<file path="src/rtl/regfile_pkg.sv">
// Shared types and sizing helpers for the parametrised register file.
package regfile_pkg;

  typedef enum logic {CLEAR, RUN} rf_state_e;

  localparam int unsigned DEF_DATA_W   = 32;
  localparam int unsigned DEF_NUM_REGS = 32;

  // Address width with a floor of one bit so tiny depths still get a real bus.
  function automatic int unsigned clog2_min1(input int unsigned n);
    return (n <= 2) ? 1 : $clog2(n);
  endfunction

endpackage

</file>
<file path="src/rtl/regfile_read_port.sv">
// One combinational read port: range/zero masking, CLEAR gating and write bypass.
module regfile_read_port
  import regfile_pkg::*;
#(
  parameter int unsigned DATA_W   = DEF_DATA_W,
  parameter int unsigned NUM_REGS = DEF_NUM_REGS,
  parameter int unsigned NUM_WR   = 1,
  parameter int unsigned AW       = clog2_min1(NUM_REGS),
  parameter int unsigned ZERO_REG = 1,
  parameter int unsigned BYPASS   = 1
) (
  input  logic                     run,
  input  logic [DATA_W-1:0]        regs [NUM_REGS],
  input  logic [NUM_WR-1:0]        wr_en,
  input  logic [NUM_WR*AW-1:0]     wr_addr,
  input  logic [NUM_WR*DATA_W-1:0] wr_data,
  input  logic [AW-1:0]            rd_addr,
  output logic [DATA_W-1:0]        rd_data
);

  localparam logic [AW:0] DEPTH = (AW+1)'(NUM_REGS);

  logic in_range;
  logic is_zero;

  assign in_range = ({1'b0, rd_addr} < DEPTH);
  assign is_zero  = (ZERO_REG != 0) && (rd_addr == '0);

  // Ascending port scan so the highest-index matching writer wins the bypass.
  always_comb begin
    rd_data = '0;
    if (run && in_range && !is_zero) begin
      rd_data = regs[rd_addr];
      if (BYPASS != 0) begin
        for (int unsigned p = 0; p < NUM_WR; p++) begin
          if (wr_en[p] && (wr_addr[p*AW +: AW] == rd_addr))
            rd_data = wr_data[p*DATA_W +: DATA_W];
        end
      end
    end
  end

endmodule

</file>
<file path="src/rtl/param_regfile.sv">
// Parametrised multi-port register file with a post-reset clear sequencer;
// storage carries no reset so it stays RAM-inferable.
module param_regfile
  import regfile_pkg::*;
#(
  parameter int unsigned DATA_W   = DEF_DATA_W,
  parameter int unsigned NUM_REGS = DEF_NUM_REGS,
  parameter int unsigned NUM_RD   = 2,
  parameter int unsigned NUM_WR   = 1,
  parameter int unsigned ZERO_REG = 1,
  parameter int unsigned BYPASS   = 1,
  parameter int unsigned AW       = clog2_min1(NUM_REGS)
) (
  input  logic                     clk_in,
  input  logic                     rst_in,
  input  logic [NUM_WR-1:0]        write_enable,
  input  logic [NUM_WR*AW-1:0]     write_address,
  input  logic [NUM_WR*DATA_W-1:0] write_data,
  input  logic [NUM_RD*AW-1:0]     read_address,
  output logic [NUM_RD*DATA_W-1:0] read_data,
  output logic                     ready
);

  localparam logic [AW:0]   DEPTH = (AW+1)'(NUM_REGS);
  localparam logic [AW-1:0] LAST  = AW'(NUM_REGS-1);

  rf_state_e         state;
  logic [AW-1:0]     clr_cnt;
  logic [DATA_W-1:0] regs [NUM_REGS];
  logic [NUM_WR-1:0] wr_ok;
  logic              run;

  assign run = (state == RUN);

  always_ff @(posedge clk_in or posedge rst_in) begin
    if (rst_in) begin
      state   <= CLEAR;
      clr_cnt <= '0;
      ready   <= 1'b0;
    end else if (state == CLEAR) begin
      if (clr_cnt == LAST) begin
        state <= RUN;
        ready <= 1'b1;
      end else begin
        clr_cnt <= clr_cnt + 1'b1;
      end
    end
  end

  always_comb begin
    wr_ok = '0;
    for (int unsigned p = 0; p < NUM_WR; p++) begin
      wr_ok[p] = run && write_enable[p]
                 && ({1'b0, write_address[p*AW +: AW]} < DEPTH)
                 && !((ZERO_REG != 0) && (write_address[p*AW +: AW] == '0));
    end
  end

  // Later non-blocking writes override earlier ones, so the highest port wins a collision.
  always_ff @(posedge clk_in) begin
    if (state == CLEAR) begin
      regs[clr_cnt] <= '0;
    end else begin
      for (int unsigned p = 0; p < NUM_WR; p++) begin
        if (wr_ok[p])
          regs[write_address[p*AW +: AW]] <= write_data[p*DATA_W +: DATA_W];
      end
    end
  end

  for (genvar g = 0; g < NUM_RD; g++) begin : g_rd
    regfile_read_port #(
      .DATA_W   (DATA_W),
      .NUM_REGS (NUM_REGS),
      .NUM_WR   (NUM_WR),
      .AW       (AW),
      .ZERO_REG (ZERO_REG),
      .BYPASS   (BYPASS)
    ) u_rd (
      .run     (run),
      .regs    (regs),
      .wr_en   (wr_ok),
      .wr_addr (write_address),
      .wr_data (write_data),
      .rd_addr (read_address[g*AW +: AW]),
      .rd_data (read_data[g*DATA_W +: DATA_W])
    );
  end

endmodule

</file>
<file path="config.mk">
export PLATFORM = sky130hd
export DESIGN_NAME = param_regfile
export DESIGN_NICKNAME = d
export VERILOG_FILES = /design/src/rtl/regfile_pkg.sv /design/src/rtl/regfile_read_port.sv /design/src/rtl/param_regfile.sv
export SDC_FILE = /design/constraint.sdc
export NUM_CORES = 2
export LEC_CHECK = 0
export CORE_ASPECT_RATIO = 0.7
export CORE_MARGIN = 1.5
export CORE_UTILIZATION = 45
export DETAILED_ROUTE_END_ITERATION = 16
export GPL_TIMING_DRIVEN = 1
export PLACE_DENSITY = 0.69
export SETUP_SLACK_MARGIN = 0.2
export SLEW_MARGIN = 0
export SYNTH_ARGS = -nofsm -noshare
export SYNTH_HDL_FRONTEND = slang
export SYNTH_SLANG_ARGS = --single-unit
</file>
<file path="constraint.sdc">
create_clock -name clk_in -period 3.75 [get_ports clk_in]
set_clock_uncertainty 0.1 [all_clocks]
set_input_delay 1.125 -clock clk_in [delete_from_list [all_inputs] [get_ports clk_in]]
set_output_delay 1.125 -clock clk_in [all_outputs]
set_load 0.01 [all_outputs]
</file>
# == Yosys cells after proc, flatten, opt, wreduce, memory -nomap -nowiden ==
# Index checks and enable logic that the tools add are counted.
# W data, S select, Z words.
# classes
n_eq_ne,4
magnitude_cmp,6
n_addsub,1
muxes,19
bitwise_logic,8
n_reduce_logical,16
# ops
operator,n
$mux W1024,2
$and A1024 B1024 Y1024,1
$bwmux W1024,1
$not A1024 Y1024,1
$bmux W32 S5,2
$demux W32 S5,2
$mux W32,10
$ge A6 B6 Y1 const B,4
$not A5 Y6,4
$logic_not A5 Y1,3
$lt A6 B1 Y1 const B,2
$eq A5 B5 Y1,2
$logic_and A1 B1 Y1,8
$add A5 B1 Y5 const B,1
$eq A5 B5 Y1 const B,1
$reduce_and A2 Y1,2
$logic_not A1 Y1,3
$mux W1,2
$ne A2 B1 Y1 const B,1
$not A1 Y1,2
# totals
regBits,1031
out_inout_bits,65

# == Depth between registers and ports, before layout ==
# depth
depth_word,8
depth_mapped,9

# == Modules after synthesis ==
# A second synthesis with hierarchy kept.
# unflattened
hier_cells,3814
hier_area_um2,59016.6
# by_module_without_submodules
mod,area_per_inst_um2,seq_area_each_um2,cells_per_inst,n_inst
param_regfile,42685.9,30924.7,2578,1
regfile_read_port,8165.3,0.0,618,2

# == Worst setup path before layout ==
# Ideal clock, no wire load.
# synth_timing
path_kind,in2reg
from,input port write_address[0]
to,register regs[128] (netlist name) (enable)
cell_stages,6
setup_time_ns,0.470
path_buffers,3
required_ns,3.180
arrival_ns,4.363
path_slack_ns,-1.183
cell_sequence,buf_2 or2_2 o21ai_4 buf_4 clkbuf_1 o31ai_1
# synth_between
elab_chain_len,4
# synth_rtl
item,line,text
from (decl),param_regfile.sv:17,"input logic [NUM_WR*AW-1:0] write_address,"
$logic_not A5 Y1,param_regfile.sv:55,&& !((ZERO_REG != 0) && (write_address[p*AW +: AW] == '0));
$logic_not A1 Y1,param_regfile.sv:55,
$logic_and A1 B1 Y1,param_regfile.sv:55,
$ne A2 B1 Y1 (no line),-,
"to (signal, indexed assignment)",param_regfile.sv:66,regs[write_address[p*AW +: AW]] <= write_data[p*DATA_W +: DATA_W];
to (decl),param_regfile.sv:29,logic [DATA_W-1:0] regs [NUM_REGS];
# No other way between the ends.
# A chain may end at the register's enable or synchronous reset.

# == Final worst setup path ==
# layout_timing
from,input port read_address[7]
to,output port read_data[48]
# layout_between
elab_chain_len,6
word_cells_on_any_way,11
cone_classes,eq/ne (1); mux (5); bitwise (1); reduce/logical (4)
# layout_rtl
item,line,text
from (decl),param_regfile.sv:19,"input logic [NUM_RD*AW-1:0] read_address,"
$not A5 Y6 (implied by the code),regfile_read_port.sv:33,rd_data = regs[rd_addr];
$bmux W32 S5,regfile_read_port.sv:33,
$mux W32 (implied by the code) (2 in series),regfile_read_port.sv:33,
$mux W32,regfile_read_port.sv:36,if (wr_en[p] && (wr_addr[p*AW +: AW] == rd_addr))
$mux W32 *,regfile_read_port.sv:32,if (run && in_range && !is_zero) begin
to (decl),param_regfile.sv:20,"output logic [NUM_RD*DATA_W-1:0] read_data,"
# Every way passes the cells marked *; elsewhere a longest branch is shown, timed or not. The select of a mux whose other input is x is not followed.

==> impl_metrics.json <==
{
  "final_common_cell": "edfxtp_1",
  "root_buffer": "clkbuf_16",
  "grt_overflow": 0,
  "ctsHoldBuffers": 0,
  "area_growth_pct": 31.8,
  "power_leakage_nw": 24.8,
  "syn-instance-count": 4243,
  "synth-simple-area-share_pct": 2.51,
  "cts_sinks": 1031,
  "cts_made_buffers": 101,
  "grt_max_degree": 48,
  "synth-edff-count": 1024,
  "synth_xor_xnor_area_share_pct": 0.192,
  "syn_nets": 4298,
  "fmax_mhz": 223,
  "r2r-start": "run",
  "die_y_um": 306,
  "min_period_ps": 4480,
  "cts_buffer_depth": 3,
  "slew_headroom_pct": 1.69,
  "synth-seq-cells": 1031,
  "timing.hold.ws_ps": 375,
  "worstHoldPathCells": 1,
  "core_um2": 131000,
  "rows": 111,
  "syn_area_per_cell_um2": 13.9,
  "worst_setup_path_end_kind": "output port",
  "cp_max_fo": 11,
  "r2r-end": "regs[35]",
  "synth_seq_area_share_pct": 52.3,
  "grt_pass1_vias": 48700,
  "synthArstFlopShare_pct": 0.679,
  "remaining_drc_errors": 0,
  "maxCapViolations": 0,
  "setup_ws_ps": -730,
  "hp-class": "reg -> reg",
  "initial_utilization_pct": 45.3,
  "io_buffers": 114,
  "failed_checks": "setup timing",
  "die-area_um2": 134000,
  "power.density_nw_per_um2": 352,
  "min_from": "ready",
  "final_cell_mix": "edfxtp_1, a22o_1, buf_4",
  "slew_viol_final": 0,
  "chipWidth_um": 436,
  "cts_tree": "built",
  "insertion_delay_ps": 740,
  "grt_pass1_wl_um": 364000,
  "clk_pin_slew_ps": 60,
  "drt-total-wl_um": 264000,
  "layout.nets": 4957,
  "synthesis.area_um2": 59200,
  "finalSetupViolCount": 64,
  "synthAdderAreaFrac_pct": 0.106,
  "rsz0062_at_grt": "true",
  "synth_ff_type": "edfxtp_1",
  "synth.distinct_cells": 41,
  "drive_gt1_share_pct": 40.9,
  "ios": 115,
  "required_ps": 2520,
  "peakVddDrop_mv": 0.363,
  "synth_top_family_by_area": "compound AO/OA/AOI/OAI gates",
  "arrival_ps": 3260,
  "avgViaCountPerCell": 7.67,
  "ys_warn_count": 0,
  "path_class": "in -> out",
  "muxShareOfSynthArea_pct": 19.0,
  "gp_congestion": 1.05,
  "worst_pin_slew_ps": 1470,
  "holdPathEnd": "ready",
  "grt.total_usage_pct": 37.9,
  "status": "finished, violations left",
  "drtPass1Iterations": 6,
  "antenna_left": 0,
  "place_ws_ps": -1460,
  "drt_iter0_drc": 9054,
  "synth_compound_gate_area_share_pct": 21.9,
  "antenna_found_initial": 1,
  "period_share_pct": 119,
  "htreeDepth": 3,
  "vias": 51700,
  "r2r_cells": 5,
  "r2r_setup_slack_ps": 810,
  "startpoint_type": "primary input",
  "finalHoldViolCount": 0,
  "dp_hpwl_um": 166000,
  "wl_per_cell_um": 39.2
}
## logic make-up after synthesis
| logic type | Yosys count |
|---|---|
| xor+xnor | 13 |
| simple gates | 348 |
| mux | 641 |
| fa+ha+maj | 5 |
| flops | 1031 |
| buf+inv | 539 |
| compound gates | 1666 |
## state kept, by name, summed over array words and instances, names as in the netlist
| register | count |
|---|---|
| run | 1 |
| ready | 1 |
| clr_cnt | 5 |
| regs | 1024 |
## cell type report
type	instances	area, um2
sequential	1031	30900
clock inverter	65	587
tap	1751	2190
multi-input combinational	2677	29100
inverter	7	30.0
clock buffer	124	2660
antenna	6	15.0
fill	9656	52700
timing repair buffer	1084	12500
## synth_stat cells (3+ instances only)
cell	number	area share, %
buf_2	91	0.77
a21oi_1	144	1.2
nor3_1	4	0.034
nand3b_1	3	0.038
o31ai_1	23	0.29
ha_1	5	0.11
o21bai_1	64	0.81
a211o_1	64	0.95
xnor2_1	13	0.19
a31oi_1	16	0.17
inv_1	7	0.044
buf_6	23	0.44
buf_4	28	0.36
nor2b_1	11	0.12
dfrtp_1	7	0.30
and2_1	36	0.38
mux2i_1	256	4.3
a221oi_1	128	1.9
buf_1	24	0.15
a22o_1	832	12
clkbuf_1	366	2.3
a22oi_1	192	2.4
nand3_1	3	0.025
edfxtp_1	1024	52
nand2_1	242	1.5
mux4_2	384	15
nand2b_1	3	0.032
nor2_1	35	0.22
o21ai_0	199	1.7
## metal layers
metal / vias up / share of wire [%] / GRT usage (%)
li1: 19300 / - / -
met1: 25500 / 34 / 50.7
met2: 5803 / 40 / 50.7
met3: 1073 / 19 / 16.5
met4: 0 / 7.4 / 22.1
met5: - / 0 / 0
## worst max-delay path: stages
cell and delay [ps]:
buf_6 100, buf_12 130, buf_12 130, buf_4 140
buf_12 130, nor2_4 570, buf_4 270, a22oi_1 100
a21oi_1 160, a211o_1 150, clkdlybuf4s15_1 250
## how the worst max path moves through the flow
stage                           startpoint             to  slack (ps)
after floorplan           write_address[0]      regs[832]        -340
after global placement    write_address[4]  read_data[14]       -1430
after detailed placement  write_address[4]  read_data[14]       -1460
after CTS                  read_address[0]   read_data[2]        -690
after global routing       read_address[7]  read_data[48]        -710
final                      read_address[7]  read_data[48]        -730
## repair_timing
| action | CTS | global route |
|---|---|---|
| buffers inserted | 131 | 95 |
| gates cloned | 29 | 11 |
| hold endpoints to repair | 0 | 0 |
| gates resized for setup | 621 | 315 |
| endpoints found under the setup margin | 64 | 64 |
| pin swaps | 92 | 150 |
## report_power, final
part	internal [mW]	switching, mW
clock network	5.67	4.90
logic	1.88	2.29
registers	12.6	0.0947
## through the flow
stage	utilization [%]	TNS [ps]	instances	power [mW]	area [um2]
2_1_floorplan	-	-177280	4243	14.4	59300
3_3_place_gp	52.6	-110820	6283	16.1	68700
3_5_place_dp	52.6	-114490	6283	16.1	68700
4_1_cts	57.6	-35530	6632	26.8	75300
5_1_grt	59.6	-38860	6739	27.8	77900
6_report	59.7	-38190	6745	27.5	78000
No activity file was read; power rests on OpenSTA's default activity.
